`src/rtl/systolic_output_collector.sv`:
```
// systolic_output_collector: per-column FIFOs re-align skewed bottom-row PE sums into whole rows
// and hand them off on a registered valid/ready port, flagging done after SIZE rows.
module systolic_output_collector #(
  parameter int ACC_WIDTH = 9,
  parameter int SIZE = 2,
  localparam int IDXW = SIZE > 1 ? $clog2(SIZE) : 1
) (
  input  logic                      clk,
  input  logic                      rstn,
  input  logic                      start,
  input  logic [SIZE-1:0]           col_valid,
  input  logic [SIZE*ACC_WIDTH-1:0] col_sum,
  output logic                      res_valid,
  input  logic                      res_ready,
  output logic [SIZE*ACC_WIDTH-1:0] res_row,
  output logic [IDXW-1:0]           res_row_idx,
  output logic                      res_last,
  output logic                      done,
  output logic                      overflow
);
  localparam int CW = $clog2(SIZE + 1);
  typedef enum logic [1:0] {IDLE, COLLECT, DONE} state_e;
  state_e state_q, state_d;
  logic [ACC_WIDTH-1:0] mem_q [SIZE][SIZE];
  logic [ACC_WIDTH-1:0] mem_d [SIZE][SIZE];
  logic [CW-1:0] cnt_q [SIZE];
  logic [CW-1:0] cnt_d [SIZE];
  logic [CW-1:0] loaded_q, loaded_d, sent_q, sent_d, wi;
  logic [SIZE*ACC_WIDTH-1:0] row_q, row_d;
  logic [IDXW-1:0] idx_q, idx_d;
  logic valid_q, valid_d, last_q, last_d, ovf_q, ovf_d;
  logic [SIZE-1:0] nonempty, full;
  logic collect, load, hs, push;
  always_comb begin
    collect = state_q == COLLECT && !start;
    for (int j = 0; j < SIZE; j++) begin
      nonempty[j] = cnt_q[j] != '0;
      full[j] = cnt_q[j] == CW'(SIZE);
    end
    hs = valid_q && res_ready;
    load = collect && &nonempty && loaded_q < CW'(SIZE) && (!valid_q || res_ready);
    mem_d = mem_q;
    cnt_d = cnt_q;
    state_d = state_q;
    loaded_d = loaded_q;
    sent_d = sent_q;
    row_d = row_q;
    idx_d = idx_q;
    valid_d = valid_q;
    last_d = last_q;
    ovf_d = ovf_q;
    wi = '0;
    push = 1'b0;
    // FIFOs shift toward entry 0 on pop, so a simultaneous push lands one slot lower
    for (int j = 0; j < SIZE; j++) begin
      if (load) begin
        row_d[j*ACC_WIDTH +: ACC_WIDTH] = mem_q[j][0];
        for (int k = 0; k < SIZE - 1; k++) mem_d[j][k] = mem_q[j][k+1];
      end
      wi = cnt_q[j] - CW'(load);
      push = collect && col_valid[j] && (!full[j] || load);
      if (push) mem_d[j][wi[IDXW-1:0]] = col_sum[j*ACC_WIDTH +: ACC_WIDTH];
      if (collect && col_valid[j] && !push) ovf_d = 1'b1;
      cnt_d[j] = cnt_q[j] + CW'(push) - CW'(load);
    end
    if (load) begin
      valid_d = 1'b1;
      idx_d = loaded_q[IDXW-1:0];
      last_d = loaded_q == CW'(SIZE - 1);
      loaded_d = loaded_q + 1'b1;
    end else if (hs) begin
      valid_d = 1'b0;
    end
    if (hs) begin
      sent_d = sent_q + 1'b1;
      if (last_q) state_d = DONE;
    end
    if (start) begin
      for (int j = 0; j < SIZE; j++) cnt_d[j] = '0;
      state_d = COLLECT;
      loaded_d = '0;
      sent_d = '0;
      row_d = '0;
      idx_d = '0;
      valid_d = 1'b0;
      last_d = 1'b0;
      ovf_d = 1'b0;
    end
  end
  always_ff @(posedge clk or negedge rstn) begin
    if (!rstn) begin
      state_q <= IDLE;
      cnt_q <= '{default: '0};
      loaded_q <= '0;
      sent_q <= '0;
      row_q <= '0;
      idx_q <= '0;
      valid_q <= 1'b0;
      last_q <= 1'b0;
      ovf_q <= 1'b0;
    end else begin
      state_q <= state_d;
      cnt_q <= cnt_d;
      loaded_q <= loaded_d;
      sent_q <= sent_d;
      row_q <= row_d;
      idx_q <= idx_d;
      valid_q <= valid_d;
      last_q <= last_d;
      ovf_q <= ovf_d;
    end
  end
  always_ff @(posedge clk) mem_q <= mem_d;
  assign res_valid = valid_q;
  assign res_row = row_q;
  assign res_row_idx = idx_q;
  assign res_last = last_q;
  assign done = state_q == DONE;
  assign overflow = ovf_q;
endmodule

```
`config.mk`:
```
export PLATFORM = sky130hd
export DESIGN_NAME = systolic_output_collector
export DESIGN_NICKNAME = d
export VERILOG_FILES = /design/src/rtl/systolic_output_collector.sv
export SDC_FILE = /design/constraint.sdc
export NUM_CORES = 1
export LEC_CHECK = 0
export BUFFER_PORTS_ARGS = -buffer_cell sky130_fd_sc_hd__buf_2
export CAP_MARGIN = 30
export CORE_ASPECT_RATIO = 0.75
export CORE_MARGIN = 5
export CORE_UTILIZATION = 60
export DETAILED_ROUTE_END_ITERATION = 12
export HOLD_SLACK_MARGIN = 0.03
export PLACE_DENSITY = 0.84
export RECOVER_POWER = 50
export SYNTH_ARGS = -nofsm -noshare
export SYNTH_HDL_FRONTEND = slang
export SYNTH_SLANG_ARGS = --single-unit
```
`constraint.sdc`:
```
create_clock -name clk -period 5.5 [get_ports clk]
set_clock_uncertainty 0.05 [all_clocks]
set_input_delay 1.1 -clock clk [delete_from_list [all_inputs] [get_ports clk]]
set_output_delay 1.1 -clock clk [all_outputs]
set_load 0.02 [all_outputs]
```
==> impl_metrics.yaml <==
status:
  outcome: "complete, but fails checks"
  failed_checks: "max-capacitance violations, max-slew violations"
timing:
  finalHoldViolCount: 0
  fin_crit_sh: 0.639
  setup_viol_count_final: 0
  rsz0062_at_grt: "false"
  slew_violations: 31
  min_period_ps: 3520
  tightest_slew_ps: 1660
  hold_ws_ps: 400
  clock.fmax_ghz: 0.284
  finalSetupTns_ps: 0
  worst_slack_ps: 1980
  relSlewSlack: -0.106
global_route:
  grt_pass1_vias: 1712
  grt_pass1_wl_mm: 7.98
  grt_remaining_overflow: 0
  grt_max_degree: 33
  antenna_found_initial: 0
  grt_use_total: 0.175
floorplanning:
  die_h_um: 69.4
  rows: 21
  initial_utilization: 0.627
  die_w_um: 89.1
  core_mm2: 0.00449
  io_pins: 47
  die_area_mm2: 0.00618
power_and_ir_drop:
  seq_power_share: 0.512
  clockPowerShare: 0.332
  irDropWorstVdd_v: 0.000206
  power.leakage_nw: 1.34
  finalPower_w: 0.00119
  p_int_w: 0.000886
  swShare: 0.254
  p_switching_w: 0.000302
  power.density_mw_per_mm2: 366
  combPwrFrac: 0.156
clock_network:
  cts.path.max_buffers: 2
  cts_tree: "done"
  cts_hold_buf: 0
  cts.sinks: 66
  cts_resized: 0
  clk_pin_slew_worst_paths_ps: 70
  htreeDepth: 3
  clockRootBuffer: "clkbuf_8"
  insertion_delay_ps: 340
  numCtsBuffers: 9
  cts_setup_buffers: 0
place:
  numPortBuffers: 46
  place_ws_ps: 1970
  dp_hpwl_mm: 3.22
  globalplace.congestion: 0.743
worst_hold_path:
  worstHoldPathCells: 2
  worstHoldEndpoint: "res_row[10]"
  hold_start: "mem_q[10]"
  min_path_type: "flop to flop"
flow_run:
  drv_cap: 1
worst_setup_path:
  reg2reg_depth: 8
  regToRegStartpoint: "state_q[0]"
  crit_fanout: 32
  r2r_slack_ps: 3010
  cp-start-kind: "primary input"
  worstReg2RegEnd: "cnt_q[2]"
  worstPathRequired_ps: 5630
  arrival_ps: 3650
  end_kind: "flop"
  crit_type: "primary input to flop"
logic_synthesis:
  ys_seq_area_frac: 0.586
  ys.flop_type: "dfrtp_1"
  ys_warn_count: 0
  synthArstFlopShare: 0.455
  synth.most_common_cell: "dfrtp_1"
  ys_ff_latch: 66
  avgSynthCellArea_um2: 12.4
  synth_top_area_frac: 0.266
  ys_top_cells_by_area: "dfrtp_1 27%, edfxtp_1 19%, dfxtp_1 13%"
  netlist_instances: 228
  synth_edf_count: 18
  synth_cell_types: 35
  synth_top_area_cell: "dfrtp_1"
  syn_area_mm2: 0.00282
  synth.cells.most_frequent: "30 x dfrtp_1, 24 x mux2_2, 23 x nand2b_1"
  synth_fp_nets: 257
drt:
  finalWirelength_mm: 4.88
  vias_per_cell: 5.28
  drtAntennaViolNets: 0
  dr.pass1.iters: 4
  vias: 1799
  wl_per_cell_um: 14.3
  drc: 0
  drt_iter0_markers: 123
finish:
  drive_gt1_frac: 0.254
  n_antenna_cell: 0
  n_fill_cell: 343
  final_nets: 308
  area_growth_pct: 15.1
  utilization: 0.722
[worst max-delay path, stage by stage]
cell	delay [ps]
clkbuf_1	470
or3b_4	610
nor4_4	300
buf_4	300
o21ai_0	140
ha_1	290
inv_1	40
ha_1	260
nor2b_1	130
[through the flow]
step | std cells | area, um2
floorplan | 228 | 2820
global placement | 325 | 3080
detailed placement | 325 | 3080
CTS | 341 | 3270
global route | 341 | 3250
finish | 341 | 3250
[area by class of cell]
cell class | instances | area (um2) | share of cell area
multi-input combinational | 146 | 1070 | 0.330
clock buffer | 10 | 128 | 0.0393
tap | 57 | 71.3 | 0.0220
inverter | 6 | 22.5 | 0.00694
sequential | 66 | 1650 | 0.509
timing repair buffer | 50 | 233 | 0.0717
clock inverter | 6 | 67.6 | 0.0208
[logic make-up after synthesis]
logic type | share of synthesized area
AOI/OAI and AO/OA | 0.0608
DFF | 0.586
buffers and inverters | 0.0337
adders and majority gates | 0.0222
muxes | 0.144
and+or+nand+nor | 0.132
xor gates and xnor gates | 0.0217
[metal layers]
| layer | global-route usage | up-vias | routed length [um] |
|---|---|---|---|
| met3 | 0.101 | 6 | 343 |
| li1 | - | 891 | - |
| met4 | 0.0562 | 0 | 44 |
| met5 | 0 | - | 0 |
| met2 | 0.241 | 38 | 2220 |
| met1 | 0.230 | 864 | 2280 |
[placed cells by master (no fill, tap or decap), drive strengths merged, types with 3 or more instances in the layout]
cell	instances
nand2b	23
nand2	21
edfxtp	18
clkbuf	32
dfxtp	18
ha	5
a21oi	3
clkinv	3
dfrtp	30
mux2	36
nor4	3
buf	28
nor2	9
nor2b	3
xnor2	5
inv	6
o21ai	24
[power by group through the flow]
stage	clock, W	combinational (W)	sequential, W
after floorplan	0	0.000136	0.000622
after global placement	0	0.000181	0.000616
after detailed placement	0	0.000188	0.000617
after CTS	0.000406	0.000191	0.000608
after global routing	0.000431	0.000207	0.000615
final	0.000394	0.000185	0.000608
[worst max path at each step]
stage,start,endpoint,cells past startpoint
CTS,start,mem_q[16],7
detailed placement,start,mem_q[16],7
finish,start,cnt_q[2],9
global route,start,cnt_q[3],10
global placement,start,mem_q[10],7
floorplan,start,cnt_q[1],12
(Power assumes the default switching activity.)
